--- src/rtl/sfp_link_ctrl.sv ---
`timescale 1ns/1ps
// -----------------------------------------------------------------------------
// sfp_link_ctrl
//
// Per-cage SFP management sequencer. Conditions the raw cage status pins
// (2-flop synchroniser + debouncer), holds the laser off for a settle time
// after insertion, and applies a bounded retry / lockout policy on TX_FAULT.
//
// Ports
//   clkusr_100m    in   100 MHz user clock, all logic on rising edge
//   nreset         in   synchronous active-low reset
//   sfp_mod_abs    in   raw cage pin, 1 = no module
//   sfp_rxlos      in   raw cage pin, 1 = loss of signal
//   sfp_tx_fault   in   raw cage pin, 1 = transmitter fault
//   sfp_tx_dis     out  registered, 1 = laser disabled
//   sfp_rs0/rs1    out  constant 1 (full-rate select)
//   mod_present    out  debounced, inverted MOD_ABS
//   link_ok        out  ACTIVE and debounced RX_LOS low
//   fault_latched  out  high while locked out after repeated faults
//   retry_cnt      out  faults seen since the last insertion (saturating)
//   led            out  1 = lit (board polarity handled above this block)
// -----------------------------------------------------------------------------
module sfp_link_ctrl #(
    parameter int DEBOUNCE_CYC    = 1_000_000,
    parameter int INSERT_DLY_CYC  = 30_000_000,
    parameter int FAULT_RETRY_CYC = 10_000_000,
    parameter int BLINK_CYC       = 25_000_000,
    parameter int MAX_RETRY       = 3
) (
    input  logic       clkusr_100m,
    input  logic       nreset,
    input  logic       sfp_mod_abs,
    input  logic       sfp_rxlos,
    input  logic       sfp_tx_fault,
    output logic       sfp_tx_dis,
    output logic       sfp_rs0,
    output logic       sfp_rs1,
    output logic       mod_present,
    output logic       link_ok,
    output logic       fault_latched,
    output logic [1:0] retry_cnt,
    output logic       led
);

    // One timer serves both the settle and the fault-hold intervals.
    localparam int TMR_SPAN = (INSERT_DLY_CYC > FAULT_RETRY_CYC) ? INSERT_DLY_CYC : FAULT_RETRY_CYC;
    localparam int DB_W     = $clog2(DEBOUNCE_CYC + 1);
    localparam int TMR_W    = $clog2(TMR_SPAN + 1);
    localparam int BLK_W    = $clog2(BLINK_CYC + 1);

    localparam logic [DB_W-1:0]  DB_LAST   = DB_W'(DEBOUNCE_CYC - 1);
    localparam logic [DB_W-1:0]  DB_ONE    = DB_W'(1);
    localparam logic [DB_W-1:0]  DB_ZERO   = DB_W'(0);
    localparam logic [TMR_W-1:0] INS_LAST  = TMR_W'(INSERT_DLY_CYC - 1);
    localparam logic [TMR_W-1:0] RET_LAST  = TMR_W'(FAULT_RETRY_CYC - 1);
    localparam logic [TMR_W-1:0] TMR_ONE   = TMR_W'(1);
    localparam logic [TMR_W-1:0] TMR_ZERO  = TMR_W'(0);
    localparam logic [BLK_W-1:0] BLK_LAST  = BLK_W'(BLINK_CYC - 1);
    localparam logic [BLK_W-1:0] BLK_ONE   = BLK_W'(1);
    localparam logic [BLK_W-1:0] BLK_ZERO  = BLK_W'(0);
    localparam logic [1:0]       RETRY_MAX = 2'(MAX_RETRY);
    localparam logic [1:0]       RETRY_ONE = 2'b01;

    // Bit positions of the three conditioned pins.
    localparam int IDX_ABS = 0;
    localparam int IDX_LOS = 1;
    localparam int IDX_FLT = 2;
    // Safe idle values: module absent, no signal, no fault.
    localparam logic [2:0] PIN_IDLE = 3'b011;

    typedef enum logic [2:0] {
        ST_ABSENT     = 3'd0,
        ST_SETTLE     = 3'd1,
        ST_ACTIVE     = 3'd2,
        ST_FAULT_WAIT = 3'd3,
        ST_LOCKOUT    = 3'd4
    } state_t;

    logic [2:0]      raw_s;
    logic [2:0]      sync1_r;
    logic [2:0]      sync2_r;
    logic [2:0]      deb_r;
    logic [2:0]      deb_nxt_s;
    logic [DB_W-1:0] deb_cnt_r     [3];
    logic [DB_W-1:0] deb_cnt_nxt_s [3];

    logic [BLK_W-1:0] blink_cnt_r;
    logic [BLK_W-1:0] blink_cnt_nxt_s;
    logic             blink_r;
    logic             blink_nxt_s;

    state_t           state_r;
    state_t           state_nxt_s;
    logic [TMR_W-1:0] timer_r;
    logic [TMR_W-1:0] timer_nxt_s;
    logic [1:0]       retry_r;
    logic [1:0]       retry_nxt_s;
    logic             mod_present_r;
    logic             tx_dis_r;
    logic             link_ok_r;
    logic             fault_latched_r;
    logic             led_r;
    logic             link_nxt_s;
    logic             led_nxt_s;

    assign raw_s = {sfp_tx_fault, sfp_rxlos, sfp_mod_abs};

    // Debounce next-state: accept the synchronised level only after it has
    // differed from the accepted level for DEBOUNCE_CYC consecutive cycles.
    always_comb begin
        for (int i = 0; i < 3; i++) begin
            deb_nxt_s[i]     = deb_r[i];
            deb_cnt_nxt_s[i] = DB_ZERO;
            if (sync2_r[i] != deb_r[i]) begin
                if (deb_cnt_r[i] == DB_LAST) begin
                    deb_nxt_s[i] = sync2_r[i];
                end else begin
                    deb_cnt_nxt_s[i] = deb_cnt_r[i] + DB_ONE;
                end
            end else begin
                deb_cnt_nxt_s[i] = DB_ZERO;
            end
        end
    end

    // Synchroniser flops and debounce state for the three cage pins.
    always_ff @(posedge clkusr_100m) begin
        if (!nreset) begin
            sync1_r <= PIN_IDLE;
            sync2_r <= PIN_IDLE;
            deb_r   <= PIN_IDLE;
            for (int i = 0; i < 3; i++) begin
                deb_cnt_r[i] <= DB_ZERO;
            end
        end else begin
            sync1_r <= raw_s;
            sync2_r <= sync1_r;
            deb_r   <= deb_nxt_s;
            for (int i = 0; i < 3; i++) begin
                deb_cnt_r[i] <= deb_cnt_nxt_s[i];
            end
        end
    end

    // Free-running blink phase: toggles once every BLINK_CYC cycles.
    always_comb begin
        blink_nxt_s = blink_r;
        if (blink_cnt_r == BLK_LAST) begin
            blink_cnt_nxt_s = BLK_ZERO;
            blink_nxt_s     = ~blink_r;
        end else begin
            blink_cnt_nxt_s = blink_cnt_r + BLK_ONE;
        end
    end

    // Blink counter and phase registers.
    always_ff @(posedge clkusr_100m) begin
        if (!nreset) begin
            blink_cnt_r <= BLK_ZERO;
            blink_r     <= 1'b0;
        end else begin
            blink_cnt_r <= blink_cnt_nxt_s;
            blink_r     <= blink_nxt_s;
        end
    end

    // Sequencer next-state. Removal overrides everything; the timer is cleared
    // by default so every state entry starts it from zero.
    always_comb begin
        state_nxt_s = state_r;
        timer_nxt_s = TMR_ZERO;
        retry_nxt_s = retry_r;
        if (!mod_present_r) begin
            state_nxt_s = ST_ABSENT;
            retry_nxt_s = 2'b00;
        end else begin
            case (state_r)
                ST_ABSENT: begin
                    state_nxt_s = ST_SETTLE;
                    retry_nxt_s = 2'b00;
                end
                ST_SETTLE: begin
                    if (timer_r == INS_LAST) begin
                        state_nxt_s = ST_ACTIVE;
                    end else begin
                        timer_nxt_s = timer_r + TMR_ONE;
                    end
                end
                ST_ACTIVE: begin
                    if (deb_r[IDX_FLT]) begin
                        state_nxt_s = ST_FAULT_WAIT;
                        if (retry_r == RETRY_MAX) begin
                            retry_nxt_s = retry_r;
                        end else begin
                            retry_nxt_s = retry_r + RETRY_ONE;
                        end
                    end else begin
                        state_nxt_s = ST_ACTIVE;
                    end
                end
                ST_FAULT_WAIT: begin
                    if (timer_r == RET_LAST) begin
                        if (retry_r == RETRY_MAX) begin
                            state_nxt_s = ST_LOCKOUT;
                        end else begin
                            state_nxt_s = ST_ACTIVE;
                        end
                    end else begin
                        timer_nxt_s = timer_r + TMR_ONE;
                    end
                end
                ST_LOCKOUT: begin
                    state_nxt_s = ST_LOCKOUT;
                end
                default: begin
                    state_nxt_s = ST_ABSENT;
                    retry_nxt_s = 2'b00;
                end
            endcase
        end

        // Outputs are decoded from next-state values so that the registered
        // copies change on the same edge as the state register itself.
        link_nxt_s = (state_nxt_s == ST_ACTIVE) && !deb_nxt_s[IDX_LOS];
        case (state_nxt_s)
            ST_ABSENT:     led_nxt_s = 1'b0;
            ST_ACTIVE:     led_nxt_s = link_nxt_s;
            ST_SETTLE,
            ST_FAULT_WAIT,
            ST_LOCKOUT:    led_nxt_s = blink_nxt_s;
            default:       led_nxt_s = 1'b0;
        endcase
    end

    // Sequencer state register and all registered status outputs.
    always_ff @(posedge clkusr_100m) begin
        if (!nreset) begin
            state_r         <= ST_ABSENT;
            timer_r         <= TMR_ZERO;
            retry_r         <= 2'b00;
            mod_present_r   <= 1'b0;
            tx_dis_r        <= 1'b1;
            link_ok_r       <= 1'b0;
            fault_latched_r <= 1'b0;
            led_r           <= 1'b0;
        end else begin
            state_r         <= state_nxt_s;
            timer_r         <= timer_nxt_s;
            retry_r         <= retry_nxt_s;
            mod_present_r   <= ~deb_nxt_s[IDX_ABS];
            tx_dis_r        <= (state_nxt_s != ST_ACTIVE);
            link_ok_r       <= link_nxt_s;
            fault_latched_r <= (state_nxt_s == ST_LOCKOUT);
            led_r           <= led_nxt_s;
        end
    end

    assign sfp_tx_dis    = tx_dis_r;
    assign sfp_rs0       = 1'b1;
    assign sfp_rs1       = 1'b1;
    assign mod_present   = mod_present_r;
    assign link_ok       = link_ok_r;
    assign fault_latched = fault_latched_r;
    assign retry_cnt     = retry_r;
    assign led           = led_r;

endmodule

--- config.mk ---
export PLATFORM = sky130hd
export DESIGN_NAME = sfp_link_ctrl
export DESIGN_NICKNAME = d
export VERILOG_FILES = /design/src/rtl/sfp_link_ctrl.sv
export SDC_FILE = /design/constraint.sdc
export NUM_CORES = 1
export LEC_CHECK = 0
export ABC_AREA = 1
export CAP_MARGIN = 20
export CELL_PAD_IN_SITES_DETAIL_PLACEMENT = 2
export CELL_PAD_IN_SITES_GLOBAL_PLACEMENT = 2
export CORE_MARGIN = 10
export CORE_UTILIZATION = 38
export CTS_BUF_LIST = sky130_fd_sc_hd__clkbuf_8
export CTS_CLUSTER_SIZE = 20
export DETAILED_ROUTE_END_ITERATION = 8
export HOLD_SLACK_MARGIN = 0.02
export PLACE_DENSITY_LB_ADDON = 0.1
export SYNTH_ARGS = -nofsm -noshare
export SYNTH_HDL_FRONTEND = slang
export SYNTH_SLANG_ARGS = --single-unit
export TNS_END_PERCENT = 5
--- constraint.sdc ---
create_clock -name clkusr_100m -period 2.2 [get_ports clkusr_100m]
set_input_delay 0.66 -clock clkusr_100m [delete_from_list [all_inputs] [get_ports clkusr_100m]]
set_output_delay 0.66 -clock clkusr_100m [all_outputs]
set_load 0.02 [all_outputs]
# Yosys cells after proc, flatten, opt, wreduce, memory -nomap -nowiden
# Memories as Yosys holds them, arrays and structs flattened.
# Cells that the tools add are included.
# W data, S select, Z words.
[word_totals]
ff_bits = 70
ram_bits = 60
inputBits = 5
output_inout_bits = 9
wordCells = 87
mem_count = 1
[memory_table]
columns = ["name", "words", "word_bits", "read_ports", "rd_clocked_by_memory_dff", "write_ports", "line", "text"]
rows = [
  ["deb_cnt_r", 3, 20, 3, 0, 3, "84", "logic [DB_W-1:0] deb_cnt_r [3];"],
]
[classes]
n_addsub = 6
eq_ne = 21
muxes = 29
bitwise_logic = 7
n_reduce_logical = 9
[op_table]
columns = ["operator", "n"]
rows = [
  ["$mux W20", 9],
  ["$add A20 B1 Y20 const B", 3],
  ["$eq A20 B20 Y1 const B", 3],
  ["$add A25 B1 Y25 const B", 2],
  ["$eq A25 B25 Y1 const B", 2],
  ["$mux W25", 2],
  ["$pmux W25 S2", 1],
  ["$eq A25 B24 Y1 const B", 1],
  ["$pmux W3 S5", 1],
  ["$eq A3 B2 Y1 const B", 4],
  ["$mux W3", 4],
  ["$mux W1", 8],
  ["$eq A3 B1 Y1 const B", 2],
  ["$eq A3 B3 Y1 const B", 2],
  ["$reduce_or A3 Y1", 2],
  ["$mux W2", 2],
  ["$ne A2 B2 Y1 const B", 2],
  ["$not A1 Y1", 4],
  ["$pmux W2 S2", 1],
  ["$reduce_and A2 Y1", 2],
  ["$logic_not A3 Y1", 1],
  ["$ne A1 B1 Y1", 3],
  ["$ne A3 B2 Y1 const B", 1],
  ["$or A1 B1 Y1", 3],
  ["7 further kinds", 7],
]

# Depth between registers and ports, before layout
# Gate-level depths: netlist of the first run.
[logic_depth]
ltp_word = 8
depth_mapped = 12
mapped_depth_nobuf = 12

# Worst setup path before layout of the first run
# No wires, ideal clock.
[synth_path]
path_kind = "flip-flop to flip-flop"
start = "reg blink_cnt_r[0]"
end = "reg blink_cnt_r[18]"
setup_time_ns = 0.124
arrival_ns = 1.452
t_required_ns = 2.076
setup_slack_ns = 0.625
path_stages_with_launch = 10
n_path_buf = 1
synth_period_minus_slack_ns = 1.575
path_cell_list = "dfxtp_1 ha_1 nand2_1 nor3_4 inv_2 nor2_4 nand2_2 nand2_4 buf_12 nor3_2"
[synth_between]
elab_chain_cells = 2
elab_cells_between_ends = 3
[synth_lines]
columns = ["element", "line", "text"]
rows = [
  ["from (decl)", "87", "logic [BLK_W-1:0] blink_cnt_r;"],
  ["from (signal assigned)", "162", "blink_cnt_r <= blink_cnt_nxt_s;"],
  ["parallel branches: the longest is 2 deep, another holds $add A25 B1 Y25", "-", ""],
]
# Several ways; the timed one is not identified.
# A chain may end at the register's enable or synchronous reset.

# Worst setup path in the final report of the first run
[layout_path]
start = "reg mod_present_r (netlist: mod_present)"
end = "out mod_present"
[layout_lines]
columns = ["element", "line", "text"]
rows = [
  ["from (decl)", "98", "logic mod_present_r;"],
  ["from (signal assigned)", "250", "mod_present_r <= ~deb_nxt_s[IDX_ABS];"],
  ["to (decl)", "38", "output logic mod_present,"],
]
# No word-level cell between the ends.

==> results.txt, run 1 <==
- STA classifies the critical path startpoint as a flop.
* Number of failing setup endpoints in the final timing report: 0
* Area used by sequential logic in the layout: 2600 um^2
- Buffers inserted during clock tree synthesis total 17.
- Status: completed
- Share of flip-flops with an asynchronous set or reset: 0%
- Die area: 22900 um^2
- Once detailed placement completed, the half-perimeter wirelength came to 14200 um.
* Unrepaired setup endpoints after global routing: no
* Most common cell in the netlist: sky130_fd_sc_hd__nand2_1
- Clock power frac: 48.7%
* CP Cell Sequence: clkdlybuf4s50_1
* Largest net degree at the start of global routing: 25
* Count of nets left with antenna violations after detail routing: 0
- Worst-case setup margin in the final layout: 0.0410 ns
- Crit path largest cell delay: 0.64 ns
* Minimum clock period after layout: 2.16 ns
* Yosys warning count: 0
- Max VDD drop: 370 uV
- At the end of routability-driven placement, the weighted congestion stood at 0.827.
- After detailed routing, the number of remaining DRC violations is 0.
- Finished layout cell area: 7380 um^2
- After synthesis, the largest family of logic cells by area is simple AND/OR/NAND/NOR gates.
- Total negative setup slack: 0 ns
- CTS Root Cell: sky130_fd_sc_hd__clkbuf_8
- Cell family contributing the most delay on the critical path: buffers and inverters
- Of the total synthesized cell area, the portion taken by full adders, half adders and majority gates is 1.15%.
- In the final layout, the share of cells above drive strength 1 is 12.3%.
- Terminus of the critical flop-to-flop path: blink_cnt_r[17]
* Cell area after technology mapping: 6560 um^2
- Cell with the largest stage delay on the worst path: sky130_fd_sc_hd__clkdlybuf4s50_1
- The share of synthesized area in the top cell type comes to 39.7%.
- Along the worst path, the maximum fanout reaches 2.
* Hold depth: 1
* Worst reg2reg setup slack: 0.21 ns
- TritonCTS built the clock tree.
- The die is 151 um wide.
- Synthesis inferred 130 register bits.
- The synthesized netlist devotes 40.1% of its cell area to simple gates.
* Area growth from synthesis to layout: 12.6%
- The synthesized design contains 0 enable-type register cells.
- Net switching is 22.6% of the power.
- The worst hold path belongs to the class flop to flop.
- In this run the power density over the cells is 645 nW/um^2.
- Floorplan core area: 16800 um^2
- For this design the total switching power over the nets is 1.08 mW.
- Effective utilization at floorplan: 39.1%
- Based on the critical path, the design can be clocked at up to 463 MHz.
- Startpoint of the most critical register-to-register path: blink_cnt_r[0]
* Critical path arrival: 1.50 ns
* Leading post-synthesis cells by instance count: sky130_fd_sc_hd__nand2_1 (161), sky130_fd_sc_hd__nor2_1 (154), sky130_fd_sc_hd__dfxtp_1 (130), sky130_fd_sc_hd__inv_1 (110), sky130_fd_sc_hd__nand3_1 (51)
- Cts hold-fix bufs: 0
* Hold Path Origin: sync1_r[0]
- Together, buffers and inverters on the worst path number 1.
- Number of cells on the worst reg-to-reg path: 8
- Max-cap violations: 0
* Final layout net count: 934
* Final Instance Count excl. Fillers: 1156
- Layout Skew: 0.0107 ns
* Average cell area after synthesis: 7.29 um^2
- DP Worst Slack: 0.159 ns
* Detail-routed net length per standard cell: 16.6 um
* # port buffers: 11
- The worst hold path terminates at sync2_r[0].
* DR iter-0 viols: 203
* Clock latency on the worst-skew pair: 0.45 ns
- Clock tree synthesis found a total of 130 sinks.
* Cell Int Power: 3.68 mW
- CTS H-tree depth: 4
- Fill cells: 1988
- The tightest hold path in the finished design has a slack of 0.419 ns.
* Area used by multi-input combinational logic: 3410 um^2
* Overall overflow remaining after global route: 0
- Post-synthesis share of cell area spent on xor and xnor gates: 5.75%
- Placement Rows: 47
- After clock tree synthesis, the clock-pin slew on the worst setup and hold paths is 0.08 ns.
- Dividing the final minimum period by the clock period gives 98.1%.
- Buffer levels on the longest clock path: 2
- In this run, flip-flops and latches consume 49.8% of the power.
- GRT Total Usage: 17.8%
- Placed Instance Area: 6940 um^2
- Final hold vios: 0
- Required time reported for the critical path endpoint: 1.54 ns
* Synthesized-area fraction occupied by ao, oa, aoi and oai cells: 4.98%
- For this design the top-level I/O count stands at 14.
- After synthesis, the share of cell area in mux cells is 0%.
* Area contributors post-synth: sky130_fd_sc_hd__dfxtp_1 (40%), sky130_fd_sc_hd__nand2_1 (9.2%), sky130_fd_sc_hd__nor2_1 (8.8%), sky130_fd_sc_hd__inv_1 (6.3%), sky130_fd_sc_hd__xor2_1 (4.5%)
- The initial antenna violation count is 0.
- Kind of end point of the critical path: primary output
- Global-route wire length before repair: 33200 um
* Iteration count of the initial detailed-routing pass: 4
- 0 antenna diodes ended up in the layout.
- After detailed routing, the total wire length is 19200 um.
- The total count of max-transition violations in the final report was 0.
* Post-Synthesis Cells: 899
- Routed via count: 5959
* Die Ht: 151 um
- Of all cell types, the one taking the most synthesized area is sky130_fd_sc_hd__dfxtp_1.
- Dividing the detail-routed via count by the number of cells gives 5.15.
* Vias in the first global route: 6718
* Seq/Total Area, Yosys: 39.7%
- Among all flip-flop cells after synthesis, the most frequent one is sky130_fd_sc_hd__dfxtp_1.
* Netlist cell types: 46
- For this design the static power due to leakage is 2.51 nW.
- The critical path is of the flop to primary output type.
- Including well taps, the total number of placed cells is 1124.
* Logic pwr share: 1.5%
metrics by stage:
step | utilization, % | power, mW
after floorplan | - | 2.47
after global placement | 41.4 | 2.49
after detailed placement | 41.4 | 2.50
after CTS | 44.0 | 4.83
after global routing | 44.1 | 4.94
final | 44.1 | 4.76
worst register-to-register path, delay by kind of cell (launching register included):
family | cells | cell delay, ns
simple gates | 6 | 1.20
buf+inv | 1 | 0.11
fa+ha+maj | 1 | 0.19
flops | 1 | 0.37
cell families (layout without fill, tap and decap cells):
group	after synthesis	count (layout)
xor+xnor	43	43
compound gates	58	58
fa+ha+maj	6	6
other cells	1	2
buf+inv	130	166
simple gates	531	531
flops	130	130
power by group through the flow:
stage | logic, mW | clock network (mW) | registers [mW]
final | 0.0703 | 2.32 | 2.37
after global routing | 0.0784 | 2.49 | 2.37
after CTS | 0.0718 | 2.39 | 2.37
after detailed placement | 0.0710 | 0 | 2.42
after global placement | 0.0663 | 0 | 2.42
after floorplan | 0.0484 | 0 | 2.42
area by class of cell:
cell class	count	share of cell area [%]
clock buffers	19	3.54
clock inverters	13	2.47
inverters	116	5.90
multi-input cells	640	46.2
flip-flops and latches	130	35.2
well taps	220	3.73
repair buffers	18	2.90
cell usage in the layout (no fill, tap or decap), types with 12 or more instances in the layout:
master / instances
sky130_fd_sc_hd__nand3_1: 51
sky130_fd_sc_hd__a21oi_1: 32
sky130_fd_sc_hd__nand4_1: 29
sky130_fd_sc_hd__dfxtp_1: 130
sky130_fd_sc_hd__o21ai_0: 12
sky130_fd_sc_hd__inv_1: 110
sky130_fd_sc_hd__nor3_1: 45
sky130_fd_sc_hd__clkbuf_8: 19
sky130_fd_sc_hd__nor3_2: 12
sky130_fd_sc_hd__nor2_1: 154
sky130_fd_sc_hd__xor2_1: 34
sky130_fd_sc_hd__nand2_1: 161
flip-flops by register name (all words and copies together), names as in the netlist:
register,flops
blink_cnt_r,25
retry_cnt,2
blink_r,1
mod_present,1
timer_r,25
sync2_r,3
deb_r,3
state_r,3
sync1_r,3
fault_latched,1
deb_cnt_r,60
led,1
sfp_tx_dis,1
link_ok,1
metal layers:
layer  global-route usage (%)  wire, um
met4                     6.21       333
met1                     20.5      8610
met2                     32.2      9880
met3                     3.01       361
met5                        0         0
worst max-delay path by stage:
stage | from | end | slack, ns | depth (start not counted)
6_report | mod_present | mod_present | 0.04 | 1
5_1_grt | mod_present | mod_present | 0.001 | 1
4_1_cts | mod_present | mod_present | 0.02 | 1
3_5_place_dp | nreset | sync2_r[0] | 0.16 | 4
3_3_place_gp | nreset | sync2_r[1] | 0.22 | 4
2_1_floorplan | blink_cnt_r[0] | blink_cnt_r[18] | 0.62 | 9
timing repair:
| item | 4_1_cts | 5_1_grt |
|---|---|---|
| setup endpoints to repair | 1 | 1 |
| pin swaps | 0 | 0 |
| endpoints found under the hold margin | 0 | 0 |
| buffers inserted | 0 | 0 |
| resized for setup | 1 | 1 |
Note: power is estimated with default switching activity, not from simulation.
==> inputs of run 2 (changes only) <==
CORE_MARGIN = unset   (was 10)
RECOVER_POWER = 100   (was unset)
==> run 2 against run 1 <==
  * Via count fell by 0.96%
  * Setup slack improved by 0.032 ns
  * Cell count fell by 0.26%
  * Worst hold slack barely moved
  * Clock-buffer cell count rose by 1
  * Critical path type unchanged
  * Largest power group unchanged
  * Highest routed layer unchanged
==> results.txt, run 2 (same netlist as run 1, synthesis figures left out) <==
* Number of remaining DRC errors: 0 (unchanged)
* Count of nets left with antenna violations after detail routing: 0 (unchanged)
- CTS tree: done
- Signal routing reaches up to met4.
- Kind of critical path: flop to primary output
- The clock period minus worst slack came to 2.13 ns (-0.0322 ns).
* Effective utilization at floorplan: 39.2% (+0.14 points)
- Max VDD drop: 358 uV (-3.2%)
* Iteration count of the initial detailed-routing pass: 4 (unchanged)
- Floorplan core area: 16700 um^2 (-0.35%)
- Number of sinks on the clock net: 130 (unchanged)
- The routed wire length came to 18600 um (-2.9%).
* Part of the cycle the worst path needs: 96.7% (-1.5 points)
* GRT Total Usage: 22.5% (+4.8 points)
* Biggest registers after layout: deb_cnt_r: 60 flops, blink_cnt_r: 25 flops, timer_r: 25 flops
- Top register by number of flip-flops: deb_cnt_r
* Maximum net fanout on the critical path: 1 (-1)
* Required time reported for the critical path endpoint: 1.54 ns (about the same)
- In this run the most critical hold path is launched from sync1_r[1].
* P_leak: 2.45 nW (-2.6%)
- Sum of routed wire segments on met1: 8260 um (-4.1%)
- Area used by sequential logic in the layout: 2600 um^2 (unchanged)
- Overall overflow remaining after global route: 0 (unchanged)
- The detailed-routed wire length on met2 is 9760 um (-1.1%).
* Instance count after placement with tap cells included: 1124 (unchanged)
- Unrepaired setup endpoints after global routing: no
* Final hold vios: 0 (unchanged)
- The via total after detailed routing was 5902 (-0.96%).
- The data arrival time of the critical path came to 1.47 ns (-0.03 ns).
* Total negative setup slack: 0 ns (unchanged)
* CTS H-tree depth: 4 (unchanged)
- Cts hold-fix bufs: 0 (unchanged)
- The post-route standard cell area excluding fillers was 7150 um^2 (-3.2%).
- Final layout net count: 934 (unchanged)
* Global-route wire length before repair: 32100 um (-3.5%)
* Placed Instance Area: 6900 um^2 (-0.54%)
- Number of placed I/O pins: 14 (unchanged)
- The pin count of the biggest net entering global routing was 25 (unchanged).
- The run finished with clean final reports.
- The quantity of I/O buffers inserted on ports came to 11 (unchanged).
* Most common cell after layout, fill and taps aside: sky130_fd_sc_hd__nand2_1
- Final Instance Count excl. Fillers: 1153 (-0.26%)
* Max-cap violations: 0 (unchanged)
- The worst clock skew is 0.00966 ns (-0.00105 ns).
- The half-perimeter wire length after placement came to 14300 um (+0.75%).
- Cell family contributing the most delay on the critical path: buffers and inverters
* Buffer levels on the longest clock path: 2 (unchanged)
- Clock-pin slew on the worst setup and hold paths: 0.07 ns (about the same)
- The total setup violations reported at the end of the flow is 0 (unchanged).
- The stage delay of the slowest cell on the critical path came to 0.69 ns (+0.05 ns).
- Fill cells: 2015 (+1.4%)
- The critical path starts at led.
- Die area: 17800 um^2 (-22%)
- Max FFs per register: 60 (unchanged)
* CP Cell Sequence: dlygate4sd3_1
- STA classifies the critical path endpoint as a primary output.
* Commonest cells after routing, fill and taps aside: sky130_fd_sc_hd__nand2_1 (162), sky130_fd_sc_hd__nor2_1 (157), sky130_fd_sc_hd__dfxtp_1 (130)
- Path type of the worst min-delay path: flop to flop
- Top achievable clock speed: 470 MHz (+1.5%)
- CTS Buf Count: 17 (unchanged)
* Kind of start point of the critical path: flop
- The antenna cell count was 0 (unchanged).
- The height of the die was 133 um (-12%).
- The total number of placement rows is 47 (unchanged).
* Cell with the largest stage delay on the worst path: sky130_fd_sc_hd__dlygate4sd3_1
* Met3 Wirelength: 424 um (+17%)
- Area growth from synthesis to layout: 9.09%
- The power density over the cells is 603 nW/um^2 (-6.5%).
- Antenna violations before repair: 0 (unchanged)
- CTS Root Cell: sky130_fd_sc_hd__clkbuf_8
- The total design power was 4.31 mW (-9.4%).
- The number of buffers and inverters on the critical path came to 1 (unchanged).
- Clock latency on the worst-skew pair: 0.45 ns (about the same)
* Die boundary width: 133 um (-12%)
* Drt via density: 5.12 (-0.70%)
- The total count of max-transition violations in the final report is 0 (unchanged).
- The iteration-0 DRC count of the detailed router is 219 (+7.9%).
- The startpoint identified for the worst register-to-register timing path is deb_cnt_r[0][40].
- GPL Wtd Cong: 0.807 (-2.5%)
* Layout Utilization: 42.8% (-1.2 points)
* Vias in the first global route: 6592 (-1.9%)
- Area used by multi-input combinational logic: 3330 um^2 (-2.3%)
- The proportion of layout cells with a drive suffix above 1 is 9.54% (-2.7 points).
- Detail-routed net length per standard cell: 16.2 um (-2.6%)
## run 2: routing by layer
layer  up-vias  global-route usage (%)
met5         -                       0
met4         0                    5.74
met3        17                    4.79
met2        45                    41.6
met1      2910                    26.2
li1       2930                       -
## run 2: area by class of cell
type	count	share of cell area, %
clock buffers	20	3.85
clock inverters	9	0.945
inverters	116	6.09
multi-input cells	640	46.6
flip-flops and latches	130	36.4
well taps	220	3.85
repair buffers	18	2.26
## run 2: where the power goes
part	leakage (nW)	switching (mW)	internal [mW]
registers	1.05	0.00669	2.36
clock network	0.192	0.939	0.943
logic	1.20	0.0393	0.0205
## run 2: path summary, 6_finish.rpt
| kind | end | slack, ns | depth (start not counted) |
|---|---|---|---|
| worst max-delay path | led | 0.07 | 1 |
| worst min-delay path | sync2_r[1] | 0.42 | 1 |
| worst max register to register | deb_cnt_r[0][49] | 0.21 | 8 |
| worst min register to register | sync2_r[1] | 0.42 | 1 |
## run 2: per-stage QoR
stage	hold slack, ns	setup WS [ns]
2_1_floorplan	0.390	0.625
3_3_place_gp	0.397	0.214
3_5_place_dp	0.402	0.160
4_1_cts	0.419	0.0264
5_1_grt	0.431	0.0170
6_report	0.419	0.0732
## run 2: timing repair
item | 4_1_cts | 5_1_grt
setup endpoints to repair | 1 | 0
buffers inserted | 0 | 0
gates resized for setup | 1 | 0
==> inputs of run 3 (changes only) <==
RECOVER_POWER = 25   (was 100)
==> run 3 against run 2 <==
  * Via count up 0.10%
  * Design area up 1.1%
  * Sequential share of layout area down 0.38 points
  * First-iteration DRC count down 8.7%
  * Non-clock buffer count unchanged
  * Clock-buffer cell count unchanged
  * Worst hold slack about the same
  * Sequential power about the same
  * Setup slack better by 0.0052 ns
==> results.txt, run 3 (same netlist as run 1, synthesis figures left out) <==
* Global-route wire length before repair: 32100 um (unchanged)
- The critical path required time came to 1.54 ns (about the same).
- The number of nets in the final layout came to 934 (unchanged).
- The power density over the cells came to 598 nW/um^2 (-0.90%).
- Buffer levels on the longest clock path: 2 (unchanged)
- The post-route standard cell area excluding fillers came to 7230 um^2 (+1.1%).
- CP Cell Sequence: clkdlybuf4s50_1
- The count of max-cap constraint violations came to 0 (unchanged).
- Final hold vios: 0 (unchanged)
* Layout Utilization: 43.3% (+0.46 points)
- Commonest cells after routing, fill and taps aside: sky130_fd_sc_hd__nand2_1 (161), sky130_fd_sc_hd__nor2_1 (155), sky130_fd_sc_hd__dfxtp_1 (130)
- Kind of start point of the critical path: flop
- The final cell count without fillers was 1153 (unchanged).
- Relative to the synthesized area, the layout overhead comes to 10.3%.
* Layout Skew: 0.0102 ns (+0.000554 ns)
- Final Max Slew Viols: 0 (unchanged)
- The data arrival time of the critical path came to 1.46 ns (about the same).
- In this run the critical register-to-register path is launched from deb_cnt_r[0][40].
- The net switching power came to 0.992 mW (+0.67%).
- Detail-routed net length per standard cell: 16.2 um (+0.13%)
- Antenna violations before repair: 0 (unchanged)
* Share of layout cells above drive strength 1: 11.5% (+1.9 points)
* Antenna diode instance count: 0 (unchanged)
* Clock power frac: 43.7% (about the same)
- The switching part of the total power was 23.0% (+0.12 points).
- Placed Instance Area: 6900 um^2 (unchanged)
* Cell with the largest stage delay on the worst path: sky130_fd_sc_hd__clkdlybuf4s50_1
- Seq pwr share: 54.9% (about the same)
* Aggregate routed wire length: 18700 um (+0.13%)
- The die area is 17800 um^2 (unchanged).
- Setup repair after global routing left no endpoint under its margin.
- The flip-flop count of the largest register after layout was 60 (unchanged).
* Logic pwr share: 1.4% (about the same)
- Instance count after placement with tap cells included: 1124 (unchanged)
- GRT Total Usage: 22.5% (unchanged)
- Leaving out fill and tap cells, the most frequent cell in the layout is sky130_fd_sc_hd__nand2_1.
* CTS Buf Count: 17 (unchanged)
* Minimum clock period after layout: 2.12 ns (-0.00518 ns)
- The first-pass iteration count of the detailed router was 4 (unchanged).
- CTS tree: done
- The final period utilization is 96.4% (-0.24 points).
- The path class of the tightest hold or removal check is flop to flop.
* Max VDD drop: 365 uV (+2.0%)
* Crit path largest cell delay: 0.63 ns (-0.06 ns)
- The layout filler cell count was 2008 (-0.35%).
- Clock-pin slew on the worst setup and hold paths: 0.07 ns (about the same)
- The remaining number of nets flagged by the antenna check after routing is 0 (unchanged).
- Top achievable clock speed: 471 MHz (+0.24%)
- Biggest registers after layout: deb_cnt_r: 60 flops, blink_cnt_r: 25 flops, timer_r: 25 flops
- Clock latency on the worst-skew pair: 0.45 ns (about the same)
* P_leak: 2.45 nW (about the same)
- Total Power: 4.32 mW (+0.16%)
- CTS H-tree depth: 4 (unchanged)
- Floorplan core area: 16700 um^2 (unchanged)
- Routed via count: 5908 (+0.10%)
- Cell family contributing the most delay on the critical path: buffers and inverters
- Status: completed
* Overall overflow remaining after global route: 0 (unchanged)
- The starting density of the core is 39.2% (unchanged).
* Kind of critical path: flop to primary output
* Maximum net fanout on the critical path: 3 (+2)
- DR iter-0 viols: 200 (-8.7%)
- The number of buffers inserted by hold repair at cts was 0 (unchanged).
- The internal power contribution is 3.33 mW (about the same).
- Largest net degree at the start of global routing: 25 (unchanged)
- The worst hold path begins at sync1_r[1].
- Kind of end point of the critical path: primary output
* Die boundary width: 133 um (unchanged)
- Top register by number of flip-flops: deb_cnt_r
- The mean number of vias per cell is 5.12 (+0.10%).
- Launch point of the worst path: retry_cnt[1]
- The count of boundary I/O pins was 14 (unchanged).
* Combined buffer and inverter count along the critical path: 1 (unchanged)
* Number of failing setup endpoints in the final timing report: 0 (unchanged)
- Total negative setup slack: 0 ns (unchanged)
- The number of global-route vias before repair was 6592 (unchanged).
- # port buffers: 11 (unchanged)
- The half-perimeter wire length after placement is 14300 um (unchanged).
* Number of sinks on the clock net: 130 (unchanged)
- The final weighted congestion in routability-driven placement was 0.807 (unchanged).
* CTS Root Cell: sky130_fd_sc_hd__clkbuf_8
- Die Ht: 133 um (unchanged)
- Placement Rows: 47 (unchanged)
- The post-route DRC violation count was 0 (unchanged).
[run 3: cell count changes in the layout (fill, tap and decap cells not counted)]
cell,previous run,this run
sky130_fd_sc_hd__a21oi_1,37,32
sky130_fd_sc_hd__a21oi_2,0,5
sky130_fd_sc_hd__clkdlybuf4s50_1,7,10
sky130_fd_sc_hd__dlygate4sd3_1,3,0
sky130_fd_sc_hd__nand2_1,162,161
sky130_fd_sc_hd__nand2_2,9,10
sky130_fd_sc_hd__nor2_1,157,155
sky130_fd_sc_hd__nor2_2,8,10
sky130_fd_sc_hd__nor3_1,51,45
sky130_fd_sc_hd__nor3_2,6,12
sky130_fd_sc_hd__nor3b_1,13,9
sky130_fd_sc_hd__nor3b_2,0,4
[run 3: worst register-to-register path, cell delays in order (launching register included)]
cell and delay (ns):
sky130_fd_sc_hd__dfxtp_1 0.37, sky130_fd_sc_hd__ha_1 0.18, sky130_fd_sc_hd__nand2_1 0.12, sky130_fd_sc_hd__nor4_2 0.40, sky130_fd_sc_hd__nand3_1 0.28, sky130_fd_sc_hd__nand3_1 0.22, sky130_fd_sc_hd__buf_12 0.18, sky130_fd_sc_hd__nor2_1 0.06
sky130_fd_sc_hd__o21a_1 0.10
[run 3: routing by layer]
metal | vias up | track usage, % | part of all wire, %
met1 | 2916 | 26.2 | 44
li1 | 2933 | - | -
met4 | 0 | 5.74 | 1.0
met5 | - | 0 | 0
met2 | 41 | 41.6 | 52
met3 | 18 | 4.79 | 2.2
[run 3: power by group through the flow]
| stage | clock (mW) | sequential (mW) | combinational, mW |
|---|---|---|---|
| after CTS | 1.94 | 2.37 | 0.0668 |
| after global routing | 2.03 | 2.37 | 0.0699 |
| after detailed placement | 0 | 2.42 | 0.0664 |
| after global placement | 0 | 2.42 | 0.0620 |
| after floorplan | 0 | 2.42 | 0.0484 |
| final | 1.89 | 2.37 | 0.0624 |
[run 3: repair_timing]
item / 4_1_cts / 5_1_grt
setup buffers: 0 / 0
gates resized for setup: 1 / 0
setup endpoints to repair: 1 / 0
[run 3: through the flow]
stage          hold WS (ns)  worst slack, ns
2_1_floorplan         0.390            0.625
3_3_place_gp          0.397            0.214
3_5_place_dp          0.402            0.160
4_1_cts               0.419           0.0264
5_1_grt               0.431           0.0170
6_report              0.419           0.0784
[run 3: layout make-up]
class                   instances  area, um^2  share of cell area (%)
clock inverters                 9        67.6                   0.935
well taps                     220         275                    3.81
flip-flops and latches        130        2600                    36.0
clock buffers                  20         275                    3.81
inverters                     116         435                    6.02
repair buffers                 18         161                    2.23
multi-input cells             640        3410                    47.2
[run 3: final timing paths]
kind	endpoint	slack [ns]	cells past startpoint
max reg2reg	deb_cnt_r[0][49]	0.20	8
min reg2reg	sync2_r[1]	0.42	1
max	retry_cnt[1]	0.08	1
min	sync2_r[1]	0.42	1
